<file path="config.mk">
export PLATFORM = sky130hd
export DESIGN_NAME = id00001006_iq_sink
export DESIGN_NICKNAME = d
export VERILOG_FILES = /design/src/rtl/id00001006_pkg.sv /design/src/rtl/id00001006_iq_sink_buf.sv /design/src/rtl/id00001006_iq_sink.sv
export SDC_FILE = /design/constraint.sdc
export NUM_CORES = 1
export LEC_CHECK = 0
export ABC_AREA = 0
export CORE_UTILIZATION = 26
export DETAILED_ROUTE_END_ITERATION = 8
export PLACE_DENSITY_LB_ADDON = 0.12
export RECOVER_POWER = 100
export SYNTH_ARGS = -nofsm -noshare
export SYNTH_HDL_FRONTEND = slang
export SYNTH_HIERARCHICAL = 1
export SYNTH_SLANG_ARGS = --single-unit
</file>
<file path="constraint.sdc">
create_clock -name clk -period 5.84 [get_ports clk]
set_input_delay 1.168 -clock clk [delete_from_list [all_inputs] [get_ports clk]]
set_output_delay 1.168 -clock clk [all_outputs]
set_load 0.05 [all_outputs]
</file>
<file path="src/rtl/id00001006_pkg.sv">
// Shared types and constants for the I/Q sink.
// No logic; compile-time only.
// Imported by the buffer and the top level.
package id00001006_pkg;

  // Default width of one I or Q sample.
  localparam int DATAPATH_WIDTH_DEF = 32;

  // Width of the delivered-pair counter and of the programmed target.
  localparam int CNT_W = 16;

  // Run-control states.
  typedef enum logic [1:0] {
    IDLE = 2'd0,
    RUN  = 2'd1,
    DONE = 2'd2
  } state_t;

  // Pack one pair into the {Q, I} word layout used throughout the block.
  function automatic logic [2*DATAPATH_WIDTH_DEF-1:0] pack_iq(
    input logic [DATAPATH_WIDTH_DEF-1:0] i_smp,
    input logic [DATAPATH_WIDTH_DEF-1:0] q_smp
  );
    return {q_smp, i_smp};
  endfunction

endpackage

</file>
<file path="src/rtl/id00001006_iq_sink_buf.sv">
// Circular I/Q pair buffer with first-word fall-through read.
// Latency: a pushed pair is visible on rd_dat one cycle after the push edge.
// Backpressure: afull decoded from registered occupancy; writes into a full buffer are dropped and flagged sticky.
module id00001006_iq_sink_buf
  import id00001006_pkg::*;
#(
  parameter int DATAPATH_WIDTH = DATAPATH_WIDTH_DEF,
  parameter int ADDR_WIDTH     = 3,
  parameter int AF_DIFF        = 2
) (
  input  logic                        clk,
  input  logic                        rst,
  input  logic                        clear,
  input  logic                        wr_vld,
  input  logic [2*DATAPATH_WIDTH-1:0] wr_dat,
  output logic                        afull,
  output logic                        overflow,
  output logic                        rd_vld,
  input  logic                        rd_rdy,
  output logic [2*DATAPATH_WIDTH-1:0] rd_dat,
  output logic                        pop
);

  localparam int DEPTH = 2 ** ADDR_WIDTH;
  localparam int OCC_W = ADDR_WIDTH + 1;

  logic [2*DATAPATH_WIDTH-1:0] mem [DEPTH];
  logic [ADDR_WIDTH-1:0]       wr_ptr;
  logic [ADDR_WIDTH-1:0]       rd_ptr;
  logic [OCC_W-1:0]            occ;
  logic [OCC_W-1:0]            free_slots;
  logic                        full;
  logic                        push;
  logic                        wr_drop;

  // Status decode and handshake qualification, all from registered occupancy.
  // A pop never frees a slot for a push in the same cycle: full blocks the push outright.
  always_comb begin
    full       = (occ == OCC_W'(DEPTH));
    rd_vld     = (occ != '0);
    push       = wr_vld && !full;
    wr_drop    = wr_vld && full;
    pop        = rd_vld && rd_rdy;
    free_slots = OCC_W'(DEPTH) - occ;
    afull      = (free_slots <= OCC_W'(AF_DIFF));
    rd_dat     = mem[rd_ptr];
  end

  // Storage: zeroed on reset only; a flush leaves stale contents in place.
  always_ff @(posedge clk) begin
    if (rst) begin
      for (int i = 0; i < DEPTH; i++) begin
        mem[i] <= '0;
      end
    end else if (push && !clear) begin
      mem[wr_ptr] <= wr_dat;
    end
  end

  // Pointer and occupancy bookkeeping; pointers wrap naturally at DEPTH.
  always_ff @(posedge clk) begin
    if (rst || clear) begin
      wr_ptr <= '0;
      rd_ptr <= '0;
      occ    <= '0;
    end else begin
      if (push) begin
        wr_ptr <= wr_ptr + 1'b1;
      end
      if (pop) begin
        rd_ptr <= rd_ptr + 1'b1;
      end
      case ({push, pop})
        2'b10:   occ <= occ + 1'b1;
        2'b01:   occ <= occ - 1'b1;
        default: occ <= occ;
      endcase
    end
  end

  // Sticky overflow: any write strobe that met a full buffer.
  always_ff @(posedge clk) begin
    if (rst || clear) begin
      overflow <= 1'b0;
    end else if (wr_drop) begin
      overflow <= 1'b1;
    end
  end

endmodule

</file>
<file path="src/rtl/id00001006_iq_sink.sv">
// Receive endpoint for interpolated I/Q pairs: buffers pairs and counts deliveries against a target.
// Latency: push to rd_valid_o is 1 cycle; done_o follows the final counted pop by 1 cycle.
// Backpressure: Afull_o to the core when free slots <= AF_DIFF; reader stalls via rd_ready_i.
module id00001006_iq_sink
  import id00001006_pkg::*;
#(
  parameter int DATAPATH_WIDTH = DATAPATH_WIDTH_DEF,
  parameter int ADDR_WIDTH     = 3,
  parameter int AF_DIFF        = 2
) (
  input  logic                        clk,
  input  logic                        rst,
  input  logic                        clear_i,
  input  logic                        start_i,
  input  logic [CNT_W-1:0]            sample_target_i,
  input  logic                        Write_Enable_i,
  input  logic [DATAPATH_WIDTH-1:0]   I_interp_i,
  input  logic [DATAPATH_WIDTH-1:0]   Q_interp_i,
  output logic                        Afull_o,
  output logic                        rd_valid_o,
  input  logic                        rd_ready_i,
  output logic [2*DATAPATH_WIDTH-1:0] rd_data_o,
  output logic [CNT_W-1:0]            count_o,
  output logic                        busy_o,
  output logic                        done_o,
  output logic                        overflow_o
);

  state_t           state;
  state_t           state_nxt;
  logic [CNT_W-1:0] count;
  logic [CNT_W-1:0] count_inc;
  logic [CNT_W-1:0] target;
  logic             pop;
  logic             count_en;
  logic             hit;
  logic             done_set;
  logic             done_q;

  id00001006_iq_sink_buf #(
    .DATAPATH_WIDTH (DATAPATH_WIDTH),
    .ADDR_WIDTH     (ADDR_WIDTH),
    .AF_DIFF        (AF_DIFF)
  ) u_buf (
    .clk      (clk),
    .rst      (rst),
    .clear    (clear_i),
    .wr_vld   (Write_Enable_i),
    .wr_dat   ({Q_interp_i, I_interp_i}),
    .afull    (Afull_o),
    .overflow (overflow_o),
    .rd_vld   (rd_valid_o),
    .rd_rdy   (rd_ready_i),
    .rd_dat   (rd_data_o),
    .pop      (pop)
  );

  // Pop qualification for the counter: only in RUN, and never in a clear or restart cycle.
  always_comb begin
    count_inc = count + 1'b1;
    count_en  = !clear_i && !start_i && (state == RUN) && pop;
    hit       = (count_inc == target);
  end

  // State register.
  always_ff @(posedge clk) begin
    if (rst) begin
      state <= IDLE;
    end else begin
      state <= state_nxt;
    end
  end

  // Next-state: clear beats start, start beats the counted pop; a zero target never enters RUN.
  always_comb begin
    state_nxt = state;
    if (clear_i) begin
      state_nxt = IDLE;
    end else if (start_i) begin
      state_nxt = (sample_target_i != '0) ? RUN : IDLE;
    end else begin
      case (state)
        RUN:     if (count_en && hit) state_nxt = DONE;
        default: state_nxt = state;
      endcase
    end
  end

  // Outputs decoded from state; done_set marks the edge of the final counted pop.
  always_comb begin
    busy_o   = (state == RUN);
    done_set = count_en && hit;
    count_o  = count;
    done_o   = done_q;
  end

  // Counter, target latch and one-cycle done pulse.
  always_ff @(posedge clk) begin
    if (rst || clear_i) begin
      count  <= '0;
      target <= '0;
      done_q <= 1'b0;
    end else begin
      done_q <= done_set;
      if (start_i) begin
        count  <= '0;
        target <= sample_target_i;
      end else if (count_en) begin
        count <= count_inc;
      end
    end
  end

endmodule

</file>
### Word-level counts from Yosys, hierarchy flattened

Memory sizes are Yosys's and may differ from the RTL's. A register that Yosys moved wholly into a read port is not among the register bits.
Cells that the tools add are included.

* bits of input ports: 86
* bits in writable memories: 512
* register bits: 46
* memories kept: 1
* output and inout port bits: 85
* word-level logic and storage cells: 57

Memory list
* u_buf.mem: depth 8, width 64, read ports 1, clocked after Yosys merged registers in 1, wr ports 8, RTL line id00001006_iq_sink_buf.sv:27 `logic [2*DATAPATH_WIDTH-1:0] mem [DEPTH];`

* $add $sub $neg: 6
* $lt $le $gt $ge: 1
* reduce and logical (&&, ||, !) cells: 21
* eq/ne operators: 5
* mux-type cells: 15

Operators by type and width (number)
* 64-bit two-way mux: 1
* 64-bit OR reduction: 1
* 16-bit by 1-bit adder with 16-bit output (second input constant): 1
* 16-bit equality test: 1
* 16-bit nonzero test: 1
* 3-bit two-way mux: 3
* 1-bit logical AND: 8
* 4-bit one-hot mux with 2 select lines: 1
* 1-bit two-way mux: 7
* 3-bit by 1-bit adder with 3-bit output (second input constant): 2
* 2-bit two-way mux: 3
* 2-bit nonzero test: 3
* 4-bit by 1-bit adder with 4-bit output (second input constant): 1
* 2-bit by 1-bit equality test with 1-bit output (second input constant): 2
* 4-bit equality test (second input constant): 1
* 4-bit by 2-bit less-or-equal comparator with 1-bit output (second input constant): 1
* 4-bit nonzero test: 1
* 2-bit OR reduction: 2
* 4-bit by 1-bit subtractor with 4-bit output (second input constant): 1
* 4-bit subtractor (first input constant): 1
* 1-bit zero test: 3
* 2-bit equality test (second input constant): 1
* 2-bit AND reduction: 1
* 1-bit logical OR: 1

### Depth between registers and ports, before layout

Gate-level depths: netlist of the first run.

* depth in word-level cells: 9
* depth in mapped cells: 14
* depth with buffers taken out: 12

### Modules after synthesis

Netlist of the first run, hierarchy kept.

By module, submodules not included
* id00001006_iq_sink_buf: area an instance 23264.8 µm², cells an instance 1550, sequential area each 15655.0 µm², times used 1
* id00001006_iq_sink: area an instance 2088.3 µm², cells an instance 254, sequential area each 700.7 µm², times used 1

### Worst setup path before layout of the first run

OpenSTA, ideal clock, no wires.

* path kind: input port to flip-flop
* start point: input rst
* end point: memory u_buf/mem[0][0] in the netlist's numbering, enable pin
* arrival time: 3.516 ns
* setup time: 0.421 ns
* setup slack: 1.904 ns
* path buffers: 2
* data required time: 5.419 ns
* cell stages on the path: 5
* path through: clkbuf_1 -> or2_2 -> nor2_1 -> clkbuf_1 -> a21o_1

RTL lines
* start: declaration: RTL line id00001006_iq_sink.sv:12 `input logic rst,`
* end: declaration: RTL line id00001006_iq_sink_buf.sv:27

==> impl_metrics.toml, run 1 <==
[yosys]
synth.cell_area_um2 = 25400
synth_top_family_by_area = "multiplexers"
synth_xor_area_frac = 0.0107
avgSynthCellArea_um2 = 14.1
ys_ff_latch = 561
synth-compound-area-share = 0.0181
netlist_top_cells_count = "edfxtp_1 (512), nor2_1 (489), nand2_1 (145)"
synthTopCellsByArea = "edfxtp_1 (61%), mux4_2 (11%), nor2_1 (7.2%)"
yosys.area.top_type_share = 0.606
synthArstFlopShare = 0
synth-adder-area-share = 0.00395
synth_cells = 1804
yosysUniqueCellTypes = 62
synthSimpleGateAreaFrac = 0.142
synth_nets = 1898
ys.flop_type = "edfxtp_1"
synth_top_area_cell = "edfxtp_1"
ys_warn_count = 6
ys_seq_area_frac = 0.645
synth_edf_count = 512
synth.most_common_cell = "edfxtp_1"
muxShareOfSynthArea = 0.150

[die]
core_area_um2 = 96700
die-height_um = 314
die_w_um = 314
rows = 114
dieArea_um2 = 98800
ios = 171
initial_core_util = 0.262

[clocking]
cts_tree = "built"
cts_root_buf = "clkbuf_16"
cts_hold_buf = 0
cts_resized = 0
clk_pin_slew_ns = 0.05
cts-buffers-inserted = 70
post_cts_buffers = 0
clockBufferDepth = 3
clock_latency_ns = 0.62
htreeDepth = 3
cts_sinks = 561

[critical_path]
cp-end-kind = "output pin"
worstPathMaxFanout = 28
worstPathRequired_ns = 4.67
cpPeakStageDelay_ns = 1.17
cp-start-kind = "flop"
arrival_ns = 3.90
path_class = "reg2out"
crit_path_top_delay_cell = "dfxtp_2"
crit_chain = "buf_4 > mux4_2 > mux2_2 > dlygate4sd3_1"

[pwr]
peakVddDrop_mv = 0.188
seq_power_share = 0.484
cellLeakagePower_uw = 0.00990
pwr-share-clk = 0.439
p_sw_frac = 0.237
p_per_area_nw_per_um2 = 309
p_int_uw = 7190
p_sw_uw = 2240
power_frac_comb = 0.076

[placed_design]
io_buffers = 170
place_area_um2 = 28500
gp_congestion = 0.724
hpwl_um = 41700

[drt]
drtPass1Iterations = 5
vias = 15200
met2_length_um = 38500
drcViolationCount = 0
wire_per_inst_um = 22.9
wl_met1_um = 32100
final_antenna_net_count = 0
dr_wl_met3_um = 3340
routed.top_layer = "met5"
drt_wl_total_um = 75400
avgViaCountPerCell = 4.63
drtIter0Drc = 945

[global_route]
grt_pass1_vias = 16300
globalRouteOverflowTotal = 0
grt_max_degree = 86
grt_antenna_before_repair = 2
grt_usage = 0.154
grt_pass1_wl_um = 110000

[timing]
rsz0062_at_grt = "no"
period_needed_ns = 5.07
setup_viol = 0
hold_viol = 0
skew_ns = 0.0183
setup-tns-final_ns = 0
clock.fmax_mhz = 197
post-route-period-util = 0.868
slew_viol_final = 339
tightest_slew_ns = 2.75
slew_headroom = -0.835

[outcome]
status = "complete, but fails checks"
violations = "max-capacitance violations, max-slew violations"

[final_layout]
n_antenna_cell = 0
fin_nets = 2050
drive_above_1_share = 0.196
nFillCells = 9655
finalInstanceArea_um2 = 30500
final_util = 0.316
area_growth_pct = 20.4

[min_path]
min_path_type = "reg2reg"

[run]
cap_violations = 10
## power groups by stage
stage | Sequential (µW) | Clock [µW] | Combinational, µW
floorplan | 4630 | 0 | 457
global placement | 4640 | 0 | 765
detailed placement | 4650 | 0 | 764
CTS | 4560 | 4300 | 767
global route | 4580 | 4420 | 771
finish | 4570 | 4140 | 720
## worst paths after layout
kind | startpoint | to | slack (ns) | cells after the start
hold reg to reg | state[1] | state[1] | 0.46 | 2
setup reg to reg | u_buf/occ[1] | u_buf/mem[7][17] | 1.11 | 7
hold / removal | state[1] | state[1] | 0.46 | 2
setup / recovery | flop | rd_data_o[18] | 0.77 | 4
## layout by cell type (no fill, tap or decap), types with 26 or more instances in the layout
cell	synthesis	final
dlygate4sd3_1	0	77
clkdlybuf4s50_1	0	93
edfxtp_1	512	512
clkbuf_1	45	26
nand2_1	145	145
dfxtp_1	49	46
clkbuf_16	0	71
mux4_2	128	128
mux2_2	65	65
nor2_1	489	489
nor2_4	50	50
## cells by family (layout without fill, tap and decap cells)
group           Yosys count  after routing
compound gates           68             68
mux                     211            211
flops                   561            561
simple gates            784            784
xor+xnor                 31             31
fa+ha+maj                 8              8
buf+inv                 141            345
## worst max-delay path, delay by kind of cell (launching register included)
kind	cells	cell delay (ns)
flops	1	1.17
buf+inv	2	1.25
mux	2	0.82
## per-stage QoR
stage	instances	hold WS, ns	power (µW)	setup WS [ns]
floorplan	1804	0.426	5090	1.90
global placement	3160	0.436	5410	1.62
detailed placement	3160	0.446	5410	1.67
CTS	3284	0.453	9630	1.02
global route	3284	0.514	9770	0.496
finish	3284	0.461	9430	0.769
## routing by layer
layer | vias to the layer above | global-route usage
met3 | 93 | 0.0300
met5 | - | 0
li1 | 6888 | -
met1 | 7887 | 0.191
met2 | 326 | 0.272
met4 | 2 | 0.0367
## registers in the layout (all words and copies together), names as in the netlist, named ones only
signal          flops
done_o              1
target             16
state               2
u_buf/occ           4
u_buf/mem         512
u_buf/wr_ptr        3
u_buf/rd_ptr        3
count_o            16
u_buf/overflow      1
## layout make-up
class / count / area (µm²) / area share
Clock buffer: 89 / 1840 / 0.0604
Clock inverter: 35 / 317 / 0.0104
Inverter: 11 / 41.3 / 0.00135
Multi-Input combinational cell: 1102 / 8250 / 0.270
Sequential cell: 561 / 16400 / 0.536
Tap cell: 1276 / 1600 / 0.0523
Timing Repair Buffer: 210 / 2100 / 0.0688
Note: power is estimated with default switching activity, not from simulation.
==> run 2: changes to the inputs <==
--- a/config.mk
+++ b/config.mk
@@ -6,11 +6,11 @@
 export NUM_CORES = 1
 export LEC_CHECK = 0
 export ABC_AREA = 0
+export CAP_MARGIN = 10
 export CORE_UTILIZATION = 26
 export DETAILED_ROUTE_END_ITERATION = 8
 export PLACE_DENSITY_LB_ADDON = 0.12
 export RECOVER_POWER = 100
 export SYNTH_ARGS = -nofsm -noshare
 export SYNTH_HDL_FRONTEND = slang
-export SYNTH_HIERARCHICAL = 1
 export SYNTH_SLANG_ARGS = --single-unit
==> impl_metrics.toml, run 2 <==
[yosys]
synthTopCellsByArea = "edfxtp_1 (61%), and2_1 (13%), mux4_2 (11%)"
synth.cell_area_um2 = 25400
synth.most_common_cell = "and2_1"
synthArstFlopShare = 0
synth_nets = 1733
ys_ff_latch = 561
synth_top_area_cell = "edfxtp_1"
ys_warn_count = 0
yosys.area.top_type_share = 0.606
synth_cells = 1638
netlist_top_cells_count = "and2_1 (515), edfxtp_1 (512), mux4_2 (128)"
yosysUniqueCellTypes = 59
ys.flop_type = "edfxtp_1"
avgSynthCellArea_um2 = 15.5
ys_seq_area_frac = 0.645
synth_edf_count = 512

[final_layout]
regArea_um2 = 16400
mostFrequentLayoutCells = "edfxtp_1 (512), and2_1 (328), and2_0 (187)"
fin_nets = 1902
nFillCells = 9533
area_growth_pct = 20.9
drive_above_1_share = 0.177
final_common_cell = "edfxtp_1"
instances_no_fill = 3138
finalInstanceArea_um2 = 30700
top_register = "u_buf.mem"
largest_reg_flops = 512
multi_input_area_um2 = 8500

[drt]
wire_per_inst_um = 23.1
vias = 13800
drcViolationCount = 0
avgViaCountPerCell = 4.41
drt_wl_total_um = 72500
final_antenna_net_count = 0
drtPass1Iterations = 4
drtIter0Drc = 787

[timing]
timing.final.ws_setup_ns = 0.649
slew_viol_final = 738
slew_headroom = -0.852
setup_viol = 0
tightest_slew_ns = 2.78
setup-tns-final_ns = 0
skew_ns = 0.0189
rsz0062_at_grt = "no"
post-route-period-util = 0.889
clock.fmax_mhz = 193
hold_viol = 0
period_needed_ns = 5.19

[pwr]
p_per_area_nw_per_um2 = 305
cellLeakagePower_uw = 0.0106
pwr-share-clk = 0.442
p_sw_uw = 2220
p_int_uw = 7120
p_sw_frac = 0.237
power_frac_comb = 0.068
finalPower_uw = 9340
seq_power_share = 0.489
peakVddDrop_mv = 0.182

[critical_path]
cpPeakStageDelay_ns = 0.95
reg2reg_depth = 9
arrival_ns = 4.02
critPathTopFamily = "buffers and inverters"
worstPathRequired_ns = 4.67
crit_chain = "clkbuf_2 > mux4_2 > mux2_2 > dlygate4sd3_1"
cp-end-kind = "output pin"
path_buf_inv = 2
cp-start-kind = "flop"
reg2reg_to = "u_buf.mem[4][40]"
worstPathMaxFanout = 29
regToRegSetupSlack_ns = 1.17
crit_path_top_delay_cell = "dfxtp_2"
path_class = "reg2out"
reg2reg_from = "u_buf.occ[0]"

[die]
die-height_um = 314
rows = 114
dieArea_um2 = 98800
die_w_um = 314
initial_core_util = 0.262
ios = 171
core_area_um2 = 96700

[global_route]
grt_max_degree = 73
grt_antenna_before_repair = 6
globalRouteOverflowTotal = 0
grt_usage = 0.148
grt_pass1_wl_um = 106000
grt_pass1_vias = 15200

[min_path]
min_path_cells = 2
hold_end = "state[1]"
min_path_type = "reg2reg"
worstHoldStart = "state[1]"

[clocking]
cts_tree = "built"
cts_root_buf = "clkbuf_16"
cts-buffers-inserted = 72
clockBufferDepth = 3
cts_resized = 0
cts_sinks = 561
clock_latency_ns = 0.61
cts_hold_buf = 0
post_cts_buffers = 0
clk_pin_slew_ns = 0.05
htreeDepth = 3

[run]
cap_violations = 16

[outcome]
status = "complete, but fails checks"
violations = "max-capacitance violations, max-slew violations"

[placed_design]
dp.cells = 3009
preCtsSetupSlack_ns = 1.67
hpwl_um = 39800
gp_congestion = 0.721
place_area_um2 = 28600
io_buffers = 170
run 2: cell types whose count changed after synthesis, sizes merged, moves of 7 or more:
cell and change:
buf -55, nor2 -501, clkbuf +35, and2 +512
nand2 -123, or2 +7, a21o -8, o21ai -13
run 2: worst reg2reg max path: cells and delay by family (launching register included):
kind | cells | cell delay, ns
flip-flops | 1 | 0.42
adder cells (fa/ha/maj) | 1 | 0.24
AND/OR/NAND/NOR | 6 | 2.20
buffers and inverters | 2 | 1.37
run 2: kinds of logic (layout without fill, tap and decap cells):
group	Yosys count	after routing	share of synthesized area
DFF	561	561	0.645
muxes	211	211	0.150
other	0	2	0
adders and majority gates	9	9	0.00473
and+or+nand+nor	674	674	0.159
buffers and inverters	116	338	0.0212
xor gates and xnor gates	38	38	0.0131
AOI/OAI and AO/OA	29	29	0.00764
run 2: how the worst max path moves through the flow:
| stage | endpoint | cells after the start | slack (ns) |
|---|---|---|---|
| floorplan | u_buf.mem[2][0] | 6 | 2.39 |
| CTS | rd_data_o[30] | 4 | 1.04 |
| detailed placement | u_buf.mem[7][27] | 6 | 1.67 |
| global placement | u_buf.mem[7][27] | 6 | 1.71 |
| global route | rd_data_o[13] | 4 | 0.49 |
| finish | rd_data_o[59] | 4 | 0.65 |
run 2: power groups by stage:
stage	Sequential [µW]	Combinational, µW	Clock, µW
CTS	4570	679	4260
floorplan	4630	367	0
global placement	4640	675	0
global route	4580	685	4420
finish	4570	639	4130
detailed placement	4650	676	0
run 2: layer usage:
layer	up-vias	track usage	routed length, µm
li1	6366	-	-
met1	7133	0.191	32300
met2	245	0.252	35600
met3	93	0.0330	3220
met4	8	0.0355	1360
met5	-	0	44
run 2: through the flow:
step,hold WS [ns],util
CTS,0.454,0.318
finish,0.462,0.317
global route,0.513,0.317
global placement,0.439,0.296
detailed placement,0.446,0.296
floorplan,0.426,-
run 2: final cells by class:
| class | count | share of cell area |
|---|---|---|
| Antenna cell | 2 | 0.000163 |
| Clock buffer | 89 | 0.0619 |
| Clock inverter | 38 | 0.00812 |
| Inverter | 6 | 0.000734 |
| Multi-Input combinational cell | 961 | 0.277 |
| Sequential cell | 561 | 0.534 |
| Tap cell | 1276 | 0.0521 |
| Timing Repair Buffer | 205 | 0.0661 |
